<file path="src/rtl/uart_frame_sender.sv">
// Frames FIFO payload bytes as HEADER, LEN, payload, optional XOR checksum and
// hands them one at a time to a uart_transmit block via a send/ready handshake.
module uart_frame_sender #(
  parameter int                 DATA_W      = 8,
  parameter int                 DEPTH       = 16,
  parameter logic [DATA_W-1:0]  HEADER      = 8'hA5,
  parameter bit                 CHECKSUM_EN = 1'b1
) (
  input  logic                      clk,
  input  logic                      rst,
  input  logic                      wr_en,
  input  logic [DATA_W-1:0]         wr_data,
  input  logic                      send,
  input  logic                      send_ready,
  output logic                      start_transmit,
  output logic [DATA_W-1:0]         tx_data,
  output logic                      full,
  output logic [$clog2(DEPTH):0]    count,
  output logic                      busy,
  output logic                      frame_done
);
  localparam int AW = $clog2(DEPTH);
  localparam int IW = DATA_W + 2;

  typedef enum logic [2:0] {IDLE, LOAD, START, WAIT_BUSY, WAIT_READY, DONE} state_t;

  state_t              state;
  logic [DATA_W-1:0]   mem [DEPTH];
  logic [AW-1:0]       wr_ptr, rd_ptr;
  logic [DATA_W-1:0]   len, chk;
  logic [IW-1:0]       idx;
  logic [IW-1:0]       pay_end, total;
  logic                push, pop;

  // idx walks the frame: 0 header, 1 length, 2..pay_end-1 payload, then checksum
  assign pay_end = IW'(len) + IW'(2);
  assign total   = pay_end + IW'(CHECKSUM_EN);
  assign full    = (count == DEPTH[AW:0]);
  assign push    = wr_en && !full;
  assign pop     = (state == LOAD) && (idx >= IW'(2)) && (idx < pay_end);
  assign busy    = (state != IDLE);

  always_ff @(posedge clk) begin
    if (rst) begin
      wr_ptr <= '0;
      rd_ptr <= '0;
      count  <= '0;
    end else begin
      if (push) begin
        mem[wr_ptr] <= wr_data;
        wr_ptr      <= wr_ptr + 1'b1;
      end
      if (pop) rd_ptr <= rd_ptr + 1'b1;
      case ({push, pop})
        2'b10:   count <= count + 1'b1;
        2'b01:   count <= count - 1'b1;
        default: count <= count;
      endcase
    end
  end

  always_ff @(posedge clk) begin
    if (rst) begin
      state          <= IDLE;
      tx_data        <= '0;
      start_transmit <= 1'b0;
      frame_done     <= 1'b0;
      len            <= '0;
      chk            <= '0;
      idx            <= '0;
    end else begin
      start_transmit <= 1'b0;
      frame_done     <= 1'b0;
      case (state)
        IDLE: if (send && count != '0) begin
          len   <= DATA_W'(count);
          chk   <= DATA_W'(count);
          idx   <= '0;
          state <= LOAD;
        end
        LOAD: begin
          if (idx == IW'(0))      tx_data <= HEADER;
          else if (idx == IW'(1)) tx_data <= len;
          else if (pop) begin
            tx_data <= mem[rd_ptr];
            chk     <= chk ^ mem[rd_ptr];
          end else                tx_data <= chk;
          idx   <= idx + 1'b1;
          state <= START;
        end
        START: if (send_ready) begin
          start_transmit <= 1'b1;
          state          <= WAIT_BUSY;
        end
        WAIT_BUSY:  if (!send_ready) state <= WAIT_READY;
        WAIT_READY: if (send_ready) state <= (idx < total) ? LOAD : DONE;
        DONE: begin
          frame_done <= 1'b1;
          state      <= IDLE;
        end
        default: state <= IDLE;
      endcase
    end
  end
endmodule

</file>
<file path="config.mk">
export PLATFORM = sky130hd
export DESIGN_NAME = uart_frame_sender
export DESIGN_NICKNAME = d
export VERILOG_FILES = /design/src/rtl/uart_frame_sender.sv
export SDC_FILE = /design/constraint.sdc
export NUM_CORES = 1
export LEC_CHECK = 0
export CAP_MARGIN = 30
export CELL_PAD_IN_SITES_DETAIL_PLACEMENT = 1
export CELL_PAD_IN_SITES_GLOBAL_PLACEMENT = 1
export CORE_MARGIN = 2
export CORE_UTILIZATION = 40
export CTS_BUF_LIST = sky130_fd_sc_hd__clkbuf_16
export CTS_CLUSTER_DIAMETER = 120
export DETAILED_ROUTE_END_ITERATION = 10
export GPL_TIMING_DRIVEN = 1
export PLACE_DENSITY_LB_ADDON = 0.1
export SLEW_MARGIN = 40
export SYNTH_ARGS = -nofsm -noshare
export SYNTH_HDL_FRONTEND = slang
export SYNTH_SLANG_ARGS = --single-unit
</file>
<file path="constraint.sdc">
create_clock -name clk -period 10.9 [get_ports clk]
set_input_delay 2.18 -clock clk [delete_from_list [all_inputs] [get_ports clk]]
set_output_delay 2.18 -clock clk [all_outputs]
set_load 0.005 [all_outputs]
</file>
==> Flow_metrics.wiki <==
{| class="wikitable"
! Metric !! Value
|-
| Final count of hold timing violations || 0
|-
| Drt wl/cell || 20.59 µm
|-
| Achievable Freq || 225.6 MHz
|-
| Number of antenna violations at the first check in global routing || 0
|-
| Arrival time of the worst setup path || 4.76 ns
|-
| Gate count of the mapped netlist || 598
|-
| Final net count || 658
|-
| Longest individual stage delay on the worst path || 0.44 ns
|-
| Crit Path Category || input pin to flop
|-
| Flops & latches, synth || 181
|-
| Detailed-route via count || 4953
|-
| Post-layout worst setup margin || 6.468 ns
|-
| Antenna-violating nets left || 0
|-
| Cell with the most instances after synthesis || sky130_fd_sc_hd__edfxtp_1
|-
| Fill cells || 2006
|-
| Cell mode on critical path || sky130_fd_sc_hd__ha_1
|-
| Minimum clock period || 4.432 ns
|-
| Tightest hold margin || 0.5017 ns
|-
| Maximum number of pins on one net before global-route repair || 48
|-
| Worst slew margin || 0.4591
|-
| PwrDens || 157.6 nW/µm²
|-
| Utilization after layout || 0.4659
|-
| Synth Warn # || 0
|-
| Clock insertion delay at the later pin of the skew report || 0.44 ns
|-
| Async S/R FF share, synth || 0
|-
| IO Port Bufs || 29
|-
| Number of H-tree levels || 4
|-
| Area share of the leading cell type in the synthesized netlist || 0.4819
|-
| Synth-to-layout area growth || 14.05%
|-
| Setup repair after global routing missed its margin || false
|-
| Cell type group with the largest total delay on the critical path || compound AO/OA/AOI/OAI gates
|-
| Post-Place Cells || 866
|-
| Count of flip-flops with a built-in enable after synthesis || 128
|-
| Combined area of all synthesized cells || 7976 µm²
|-
| Endpoint type of the worst setup path || flop
|-
| Final routed DRC violation total || 0
|-
| Reported max-cap violation count || 0
|-
| Avg Synthesized Cell Area || 13.34 µm²
|-
| Effective utilization at floorplan || 0.4085
|-
| Maximum clock insertion buffer count || 2
|-
| Sequence of cells on the critical path || clkdlybuf4s50_1 -> and2_1 -> inv_1 -> ha_1 -> xor2_1 -> ha_1 -> a21oi_1 -> nor2b_1 -> o21ai_0 -> a21o_1 -> a31oi_1 -> mux2_2
|-
| IR Drop Worst-Case VDD || 0.0001048 V
|-
| Overall die width || 145.2 µm
|-
| Clock slew seen by the registers of the worst setup and hold paths || 0.07 ns
|-
| Floorplan Core Area || 19530 µm²
|-
| Placer Congestion || 0.7543
|-
| Maximum fanout along the worst path || 9
|-
| Share of the clock period used by the worst path || 0.4066
|-
| I/O Pins || 30
|-
| Global routing usage summed across all routing layers || 0.1843
|-
| Total number of clock tree sinks || 181
|-
| Core Rows || 51
|-
| Violation count after the first detailed-routing iteration || 299
|-
| Final cell count without fillers || 898
|-
| Standard cell with the maximum stage delay on the critical path || sky130_fd_sc_hd__clkdlybuf4s50_1
|-
| Setup Fix Bufs, Post-CTS || 0
|-
| Detail Placement HPWL || 12570 µm
|-
| Global-route wire length before repair || 29960 µm
|-
| Worst-Margin Slew || 0.8084 ns
|-
| Total of cells resized after clock tree synthesis || 0
|-
| Root cell of the clock tree || sky130_fd_sc_hd__clkbuf_16
|-
| Post-route clock skew || 0.01510 ns
|-
| Antenna diode count || 0
|-
| Number of buffers inserted for hold repair after clock tree synthesis || 0
|-
| Synthesized netlist net count || 636
|-
| Cell variety after synth || 58
|-
| Share of cells above drive strength 1 || 0.1359
|-
| Final count of negative-setup-slack endpoints || 0
|-
| CP Data Required Time || 11.22 ns
|-
| Clock tree from TritonCTS || built
|-
| Leading cell types by total area after synthesis || sky130_fd_sc_hd__edfxtp_1 (48%), sky130_fd_sc_hd__dfxtp_1 (13%), sky130_fd_sc_hd__mux4_2 (9.3%)
|-
| Share of the yosys chip area belonging to registers || 0.6149
|-
| Slew Viols, Final || 0
|-
| DP Worst Slack || 6.030 ns
|-
| Die Span Y || 145.2 µm
|-
| Worst hold path class || flop to flop
|-
| Crit path launch type || input pin
|-
| Area leader, netlist || sky130_fd_sc_hd__edfxtp_1
|-
| Leading register cell type out of synthesis || sky130_fd_sc_hd__edfxtp_1
|-
| Overflow left after global routing || 0
|-
| Number of buffers and inverters on the critical path || 2
|-
| Routed wire length || 18490 µm
|-
| Via count of the first global-routing pass || 5229
|-
| Vias per Instance || 5.516
|-
| Drt first pass iters || 4
|-
| Post-Route Setup TNS || 0 ns
|-
| Num CTS Buffers || 17
|-
| Die Area || 21090 µm²
|-
| Leakage power figure || 0.002947 µW
|-
| Synth cell count leaders || sky130_fd_sc_hd__edfxtp_1 (128), sky130_fd_sc_hd__nor2_1 (59), sky130_fd_sc_hd__dfxtp_1 (53)
|-
| Result of the run || finished, final reports clean
|}
-- per-stage QoR --
| stage | total power, µW | area [µm²] |
|---|---|---|
| floorplan | 808.4 | 7976 |
| global placement | 842.5 | 8503 |
| detailed placement | 846.2 | 8506 |
| CTS | 1452 | 9090 |
| global route | 1485 | 9097 |
| finish | 1434 | 9097 |
-- metal layers --
metal	global-route usage	wire, µm	vias up
met5	0	0	-
met4	0.04265	117	0
met3	0.03522	440	11
met2	0.3178	9454	65
met1	0.2416	8473	2553
li1	-	-	2324
-- layout by cell type (no fill, tap or decap), types with 4 or more instances in the layout --
cell type                         netlist  layout
sky130_fd_sc_hd__o32ai_1                4       4
sky130_fd_sc_hd__clkdlybuf4s50_1        0      28
sky130_fd_sc_hd__edfxtp_1             128     128
sky130_fd_sc_hd__o21a_1                 4       4
sky130_fd_sc_hd__a31oi_1                8       8
sky130_fd_sc_hd__a211oi_1               7       7
sky130_fd_sc_hd__ha_1                  25      25
sky130_fd_sc_hd__inv_1                 17      18
sky130_fd_sc_hd__mux4_2                33      33
sky130_fd_sc_hd__or3_1                  6       6
sky130_fd_sc_hd__nand2_1               46      46
sky130_fd_sc_hd__buf_4                  0       6
sky130_fd_sc_hd__and2_1                 4       4
sky130_fd_sc_hd__mux2_2                 4       4
sky130_fd_sc_hd__xor2_1                 9       9
sky130_fd_sc_hd__mux2i_1               11      11
sky130_fd_sc_hd__nand3b_1               4       4
sky130_fd_sc_hd__a21oi_1               29      29
sky130_fd_sc_hd__inv_6                  0       5
sky130_fd_sc_hd__clkinv_8               0       4
sky130_fd_sc_hd__a22oi_1               12      12
sky130_fd_sc_hd__nand3_1               14      14
sky130_fd_sc_hd__nor3_1                 6       6
sky130_fd_sc_hd__o21ai_0               25      25
sky130_fd_sc_hd__a21o_1                 4       4
sky130_fd_sc_hd__dfxtp_1               53      52
sky130_fd_sc_hd__nor2b_1                7       7
sky130_fd_sc_hd__clkbuf_16              0      17
sky130_fd_sc_hd__xnor2_1                4       4
sky130_fd_sc_hd__nor2_1                59      56
-- registers in the layout, indices dropped and copies added (netlist names), named ones only --
name	cells
mem	128
idx	10
chk	8
tx_data	8
count	5
len	5
rd_ptr	4
wr_ptr	4
state	3
frame_done	1
start_transmit	1
-- kinds of logic after synthesis --
logic type / share of synthesized area
AOI/OAI and AO/OA: 0.09867
xor gates and xnor gates: 0.01427
adders and majority gates: 0.04047
buffers and inverters: 0.02478
DFF: 0.6149
muxes: 0.1126
other: 0.0004701
and+or+nand+nor: 0.09381
-- report_power, final --
group | switching (µW) | internal (µW)
clock network | 298 | 307
registers | 9.60 | 744
logic | 47.8 | 27.9
total | 355 | 1080
-- tightest hold or removal path, cell delays in order (launching register included) --
cell                      delay [ns]
sky130_fd_sc_hd__dfxtp_1        0.33
sky130_fd_sc_hd__inv_1          0.05
sky130_fd_sc_hd__o32ai_1        0.07
-- final cells by class --
cell class,instances,area [µm²],area share
timing repair buffer,34,325.3,0.03576
multi-input combinational,368,2882,0.3167
clock buffer,17,425.4,0.04676
clock inverter,15,158.9,0.01747
sequential,181,4906,0.5393
inverter,18,68.82,0.007564
tap,265,331.6,0.03645
-- final timing paths --
| kind | from | to | slack (ns) | depth (start not counted) |
|---|---|---|---|---|
| worst min register to register | chk[0] | chk[0] | 0.50 | 2 |
| worst max-delay path | wr_en | count[4] | 6.47 | 12 |
| worst min-delay path | chk[0] | chk[0] | 0.50 | 2 |
| worst max register to register | len[1] | count[4] | 6.69 | 17 |
No activity file was read; power rests on OpenSTA's default activity.
